<file path="src/rtl/icache_loader_if.sv">
// Program-stream and I-cache port A bundle for the icache loader.
// master = environment (stream source + cache RAM), slave = loader.
interface icache_loader_if;
  logic        in_valid;
  logic [31:0] in_data;
  logic        in_ready;
  logic        Wen_FIO_ICache;
  logic [9:0]  Addr_FIO_ICache;
  logic [31:0] Din_FIO_ICache;
  logic [31:0] Dout_FIO_ICache;

  modport master (
    output in_valid, in_data, Dout_FIO_ICache,
    input  in_ready, Wen_FIO_ICache, Addr_FIO_ICache, Din_FIO_ICache
  );

  modport slave (
    input  in_valid, in_data, Dout_FIO_ICache,
    output in_ready, Wen_FIO_ICache, Addr_FIO_ICache, Din_FIO_ICache
  );
endinterface

</file>
<file path="src/rtl/icache_loader.sv">
// icache_loader: streams N program words into the I-cache, reads them back
// to compare a modulo-2^32 running sum, then enables the requested warps.
module icache_loader (
  input  logic           clk,
  input  logic           rst_n,
  input  logic           start,
  input  logic           abort,
  input  logic [10:0]    word_count,
  input  logic [7:0]     warp_mask,
  icache_loader_if.slave bus,
  output logic [7:0]     PC_Valid,
  output logic           busy,
  output logic           done,
  output logic           error,
  output logic [1:0]     err_code
);

  typedef enum logic [2:0] {
    S_IDLE   = 3'd0,
    S_LOAD   = 3'd1,
    S_DRAIN  = 3'd2,
    S_VERIFY = 3'd3,
    S_CHECK  = 3'd4,
    S_DONE   = 3'd5,
    S_ERROR  = 3'd6
  } state_t;

  state_t      state_r;
  logic [10:0] n_r;
  logic [7:0]  mask_r;
  logic [10:0] wr_cnt_r;
  logic [10:0] rd_cnt_r;
  logic [31:0] sum_w_r;
  logic [31:0] sum_rd_r;
  logic        in_ready_r;
  logic        wen_r;
  logic [9:0]  addr_r;
  logic [31:0] din_r;
  logic [7:0]  pc_valid_r;
  logic        busy_r;
  logic        done_r;
  logic        error_r;
  logic [1:0]  err_code_r;

  logic        xfer_s;
  logic        wc_legal_s;
  logic [10:0] rd_next_s;

  // Legal load length is 1..1024 words.
  function automatic logic count_legal(input logic [10:0] wc);
    return (wc != 11'd0) && (wc <= 11'd1024);
  endfunction

  // Stream handshake, length qualification and next read address.
  always_comb begin
    xfer_s     = bus.in_valid && in_ready_r;
    wc_legal_s = count_legal(word_count);
    rd_next_s  = rd_cnt_r + 11'd1;
  end

  // Load / verify sequencer with all outputs registered.
  always_ff @(posedge clk or negedge rst_n) begin
    if (!rst_n) begin
      state_r    <= S_IDLE;
      n_r        <= 11'd0;
      mask_r     <= 8'd0;
      wr_cnt_r   <= 11'd0;
      rd_cnt_r   <= 11'd0;
      sum_w_r    <= 32'd0;
      sum_rd_r   <= 32'd0;
      in_ready_r <= 1'b0;
      wen_r      <= 1'b0;
      addr_r     <= 10'd0;
      din_r      <= 32'd0;
      pc_valid_r <= 8'd0;
      busy_r     <= 1'b0;
      done_r     <= 1'b0;
      error_r    <= 1'b0;
      err_code_r <= 2'b00;
    end else if (abort) begin
      // Abort beats everything, including a write that would follow this cycle.
      state_r    <= S_IDLE;
      wr_cnt_r   <= 11'd0;
      rd_cnt_r   <= 11'd0;
      sum_w_r    <= 32'd0;
      sum_rd_r   <= 32'd0;
      in_ready_r <= 1'b0;
      wen_r      <= 1'b0;
      addr_r     <= 10'd0;
      din_r      <= 32'd0;
      pc_valid_r <= 8'd0;
      busy_r     <= 1'b0;
      done_r     <= 1'b0;
      error_r    <= 1'b0;
      err_code_r <= 2'b00;
    end else begin
      // A write appears only in the cycle right after a stream transfer.
      wen_r <= 1'b0;
      case (state_r)
        S_IDLE, S_DONE, S_ERROR: begin
          if (start) begin
            if (wc_legal_s) begin
              state_r    <= S_LOAD;
              n_r        <= word_count;
              mask_r     <= warp_mask;
              wr_cnt_r   <= 11'd0;
              rd_cnt_r   <= 11'd0;
              sum_w_r    <= 32'd0;
              sum_rd_r   <= 32'd0;
              in_ready_r <= 1'b1;
              pc_valid_r <= 8'd0;
              busy_r     <= 1'b1;
              done_r     <= 1'b0;
              error_r    <= 1'b0;
              err_code_r <= 2'b00;
            end else begin
              state_r    <= S_ERROR;
              in_ready_r <= 1'b0;
              pc_valid_r <= 8'd0;
              busy_r     <= 1'b0;
              done_r     <= 1'b0;
              error_r    <= 1'b1;
              err_code_r <= 2'b01;
            end
          end
        end
        S_LOAD: begin
          if (xfer_s) begin
            wen_r    <= 1'b1;
            addr_r   <= wr_cnt_r[9:0];
            din_r    <= bus.in_data;
            wr_cnt_r <= wr_cnt_r + 11'd1;
            sum_w_r  <= sum_w_r + bus.in_data;
            if (wr_cnt_r == (n_r - 11'd1)) begin
              state_r    <= S_DRAIN;
              in_ready_r <= 1'b0;
            end
          end
        end
        S_DRAIN: begin
          // Last write is on the port now; first read address goes out next.
          state_r  <= S_VERIFY;
          addr_r   <= 10'd0;
          rd_cnt_r <= 11'd0;
        end
        S_VERIFY: begin
          // rd_cnt counts VERIFY cycles; read data lags its address by one.
          rd_cnt_r <= rd_next_s;
          if (rd_cnt_r != 11'd0) begin
            sum_rd_r <= sum_rd_r + bus.Dout_FIO_ICache;
          end
          if (rd_cnt_r == n_r) begin
            state_r <= S_CHECK;
            addr_r  <= 10'd0;
          end else if (rd_next_s < n_r) begin
            addr_r <= rd_next_s[9:0];
          end else begin
            addr_r <= 10'd0;
          end
        end
        S_CHECK: begin
          busy_r <= 1'b0;
          if (sum_rd_r == sum_w_r) begin
            state_r    <= S_DONE;
            done_r     <= 1'b1;
            pc_valid_r <= mask_r;
          end else begin
            state_r    <= S_ERROR;
            error_r    <= 1'b1;
            err_code_r <= 2'b10;
            pc_valid_r <= 8'd0;
          end
        end
        default: begin
          state_r    <= S_IDLE;
          in_ready_r <= 1'b0;
          pc_valid_r <= 8'd0;
          busy_r     <= 1'b0;
          done_r     <= 1'b0;
          error_r    <= 1'b0;
          err_code_r <= 2'b00;
        end
      endcase
    end
  end

  assign bus.in_ready        = in_ready_r;
  assign bus.Wen_FIO_ICache  = wen_r;
  assign bus.Addr_FIO_ICache = addr_r;
  assign bus.Din_FIO_ICache  = din_r;
  assign PC_Valid            = pc_valid_r;
  assign busy                = busy_r;
  assign done                = done_r;
  assign error               = error_r;
  assign err_code            = err_code_r;

endmodule

</file>
<file path="src/flat_wrapper.sv">
// flat-port wrapper written by rule: the top's interface ports become plain ports
module icache_loader_flat 
  (clk, rst_n, start, abort, word_count, warp_mask, PC_Valid, busy, done, error, err_code, bus_in_valid, bus_in_data, bus_Dout_FIO_ICache, bus_in_ready, bus_Wen_FIO_ICache, bus_Addr_FIO_ICache, bus_Din_FIO_ICache);
  icache_loader_if bus_i ();
  input  logic clk;
  input  logic rst_n;
  input  logic start;
  input  logic abort;
  input  logic [10:0] word_count;
  input  logic [7:0] warp_mask;
  output logic [7:0] PC_Valid;
  output logic busy;
  output logic done;
  output logic error;
  output logic [1:0] err_code;
  input wire logic [$bits(bus_i.in_valid)-1:0] bus_in_valid;
  input wire logic [$bits(bus_i.in_data)-1:0] bus_in_data;
  input wire logic [$bits(bus_i.Dout_FIO_ICache)-1:0] bus_Dout_FIO_ICache;
  output wire logic [$bits(bus_i.in_ready)-1:0] bus_in_ready;
  output wire logic [$bits(bus_i.Wen_FIO_ICache)-1:0] bus_Wen_FIO_ICache;
  output wire logic [$bits(bus_i.Addr_FIO_ICache)-1:0] bus_Addr_FIO_ICache;
  output wire logic [$bits(bus_i.Din_FIO_ICache)-1:0] bus_Din_FIO_ICache;
  assign bus_i.in_valid = bus_in_valid;
  assign bus_i.in_data = bus_in_data;
  assign bus_i.Dout_FIO_ICache = bus_Dout_FIO_ICache;
  assign bus_in_ready = bus_i.in_ready;
  assign bus_Wen_FIO_ICache = bus_i.Wen_FIO_ICache;
  assign bus_Addr_FIO_ICache = bus_i.Addr_FIO_ICache;
  assign bus_Din_FIO_ICache = bus_i.Din_FIO_ICache;
  icache_loader u_core (.clk(clk), .rst_n(rst_n), .start(start), .abort(abort), .word_count(word_count), .warp_mask(warp_mask), .bus(bus_i), .PC_Valid(PC_Valid), .busy(busy), .done(done), .error(error), .err_code(err_code));
endmodule
</file>
<file path="config.mk">
export PLATFORM = sky130hd
export DESIGN_NAME = icache_loader_flat
export DESIGN_NICKNAME = d
export VERILOG_FILES = /design/src/rtl/icache_loader_if.sv /design/src/rtl/icache_loader.sv /design/src/flat_wrapper.sv
export SDC_FILE = /design/constraint.sdc
export NUM_CORES = 1
export LEC_CHECK = 0
export ABC_AREA = 1
export BUFFER_PORTS_ARGS = -buffer_cell sky130_fd_sc_hd__buf_2
export CAP_MARGIN = 40
export CORE_MARGIN = 3
export CORE_UTILIZATION = 55
export DETAILED_ROUTE_END_ITERATION = 10
export PLACE_DENSITY = 0.76
export SLEW_MARGIN = 20
export SYNTH_ARGS = -nofsm -noshare
export SYNTH_HDL_FRONTEND = slang
export SYNTH_SLANG_ARGS = --single-unit
</file>
<file path="constraint.sdc">
create_clock -name clk -period 3.2 [get_ports clk]
set_input_delay 0.64 -clock clk [delete_from_list [all_inputs] [get_ports clk]]
set_output_delay 0.64 -clock clk [all_outputs]
set_load 0.005 [all_outputs]
</file>
==> impl_metrics.toml <==
[status]
outcome = "complete, no violations"

[final_layout]
area_growth_pct = 13.74
drive_above_1_share = 0.1240
n_fill_cell = 1909
final_nets = 1953
num_antenna_cells = 0

[floorplan]
num_rows = 52
start_util = 0.5693
io_pins = 145
core_area_um2 = 20620
die-area_um2 = 23140
fp.dieH_um = 152.1
die_w_um = 152.1

[logic_synthesis]
ys_top_cells_by_area = "dfrtp_1 35%, nand2_1 16%, ha_1 8.2%, nor2_1 4.9%, inv_1 4.8%"
synthCells = 1640
ys_seq_area_frac = 0.3517
synth_seq_cells = 165
synth-edff-count = 0
synthFlopType = "dfrtp_1"
yosysTopAreaCellShare = 0.3517
syn-num-nets = 1807
syn_area_um2 = 11740
synth_warnings = 0
postSynth.asyncResetShare = 1.000
yosysMostFrequentCell = "nand2_1"
synth.largest_area_cell = "dfrtp_1"
postSynthAreaPerCell_um2 = 7.159
synth_commonest_cells = "507 x nand2_1, 165 x dfrtp_1, 152 x nor2_1, 151 x inv_1, 108 x o21ai_0"
synth_cell_types = 45

[critical_path]
worstPathMaxFanout = 9
r2r_start = "u_core.rd_cnt_r[1]"
startpoint = "u_core.rd_cnt_r[1]"
cp-start-kind = "register"
cp.required_ns = 3.52
crit_arrival_ns = 3.22
endpoint_kind = "register"
critPathKind = "reg2reg"

[pwr]
leakage_nw = 6.883
p_per_area_nw_per_um2 = 525.8
power.net_switching_mw = 2.905
swShare = 0.4137
internal_power_mw = 4.117
power_frac_comb = 0.345
clock_power_share = 0.296
p_total_mw = 7.022
peakVddDrop_mv = 0.3206
power_frac_seq = 0.359

[detailed_routing]
firstDrtPassIters = 7
detail_route.wl_per_cell_um = 17.00
detail-route-antenna-nets = 0
post_drt_via_cell_ratio = 5.605
drc = 0
drtIter0Drc = 754
drt_wl_total_um = 35160
vias = 11597

[sta]
setup-tns-final_ns = 0
relSlewSlack = 0.5497
rsz0062_at_grt = "false"
period_needed_ns = 2.898
drv_slew = 0
fin_ws_ns = 0.3022
holdWs_ns = 0.1110
clock.fmax_mhz = 345.1
worstMarginPinSlew_ns = 0.6744
setup_viol = 0
finalClockSkew_ns = 0.01228
hold_viol = 0
finalCritPeriodShare = 0.9056

[placed_design]
dpl.hpwl_um = 27850
io_buffers = 144
gp_congestion = 0.9929
preCtsSetupSlack_ns = 0.2304

[hold_path]
min_path_type = "in2async"

[global_routing]
grt_util_all_layers = 0.3031
grt_pass1_wl_um = 57760
grt_pass1_vias = 11307
globalRouteOverflowTotal = 0
grt_antenna_before_repair = 0
grt_max_degree = 67

[clock_network]
cts_hold_buf = 0
clk_latency_ns = 0.44
cts_tree = "yes"
htree_levels = 4
clock_tree.buffer_depth = 2
cts_buffers = 17
post_cts_buffers = 0
clockRootBuffer = "clkbuf_16"
post_cts_resize_count = 0
clock_sinks = 165
clkTransAtPathRegs_ns = 0.07

[run]
max_cap_violations = 0
[flip-flops by register name, summed over array words and instances, names as in the netlist]
register	cells
u_core.PC_Valid	8
u_core.bus.Addr_FIO_ICache	10
u_core.bus.Din_FIO_ICache	32
u_core.bus.Wen_FIO_ICache	1
u_core.bus.in_ready	1
u_core.busy	1
u_core.done	1
u_core.err_code	2
u_core.error	1
u_core.mask_r	8
u_core.n_r	11
u_core.rd_cnt_r	11
u_core.state_r	3
u_core.sum_rd_r	32
u_core.sum_w_r	32
u_core.wr_cnt_r	11
[power by group through the flow]
stage	Sequential [mW]	Clock, mW	Combinational [mW]
3_5_place_dp	2.55	0	2.39
6_report	2.52	2.08	2.42
2_1_floorplan	2.48	0	1.70
3_3_place_gp	2.54	0	2.34
4_1_cts	2.51	2.10	2.41
5_1_grt	2.54	2.20	2.73
[metal layers]
| metal | global-route usage | routed length (um) | part of all wire | vias up |
|---|---|---|---|---|
| li1 | - | - | - | 5729 |
| met1 | 0.4115 | 15540 | 0.44 | 5436 |
| met2 | 0.5157 | 16780 | 0.48 | 371 |
| met3 | 0.03811 | 2009 | 0.057 | 61 |
| met4 | 0.08091 | 834 | 0.024 | 0 |
| met5 | 0 | 0 | 0 | - |
[stage by stage]
stage                     cells  cell area [um^2]    util
after global routing       2069             13350  0.6475
after global placement     2036             12760  0.6185
after floorplan            1640             11740       -
final                      2069             13350  0.6475
after detailed placement   2037             12770  0.6191
after CTS                  2069             13350  0.6472
[area by class of cell]
cell class	count	area [um^2]	area share
Timing Repair Buffer	157	853.3	0.06390
Sequential cell	165	4129	0.3092
Clock buffer	17	425.4	0.03186
Inverter	159	596.8	0.04469
Tap cell	270	337.8	0.02530
Clock inverter	15	155.1	0.01162
Multi-Input combinational cell	1286	6857	0.5134
[critical path, stage by stage, from the launching register on]
cell and delay, ns:
dfrtp_1 0.42, ha_1 0.21, nand3_1 0.13, nor2_1 0.18, nand4_1 0.14, nor2_1 0.14, xor2_1 0.21, inv_1 0.07
ha_1 0.29, nand2_1 0.07, inv_1 0.05, nand3_1 0.09, or3_1 0.39, nand3_2 0.16, o21ai_0 0.10, nand2_1 0.06
nand2_1 0.07
[worst paths after layout]
check / end / slack [ns] / depth (start not counted)
max: u_core.bus.Addr_FIO_ICache[4] / 0.30 / 16
min: u_core.bus.Addr_FIO_ICache[5] / 0.11 / 1
max reg2reg: u_core.bus.Addr_FIO_ICache[4] / 0.30 / 16
min reg2reg: u_core.bus.Addr_FIO_ICache[5] / 0.48 / 2
max in group asynchronous: u_core.wr_cnt_r[3] / 2.39 / 2
min in group clk: u_core.mask_r[2] / 0.41 / 3
[logic make-up (layout without fill, tap and decap cells)]
group	Yosys count	in the layout	synth area share
AND/OR/NAND/NOR	817	817	0.2866
buffers and inverters	189	348	0.06575
AO/OA/AOI/OAI	321	321	0.1591
adder cells (fa/ha/maj)	79	79	0.08546
flip-flops	165	165	0.3517
XOR/XNOR	69	69	0.05147
[cell usage in the layout, fill, tap and decap left out, types with 15 or more instances in the layout]
master and instances:
inv_1 150, nor3_1 28, nand2_1 507, o22ai_1 16
xnor2_1 49, ha_1 77, clkbuf_16 17, buf_2 143
o21ai_1 22, dfrtp_1 165, a21oi_1 106, o21ai_0 108
nor2_1 152, a22o_1 35, nand3_1 87, nand4_1 15
xor2_1 20
Power figures use the tool's default switching activity.
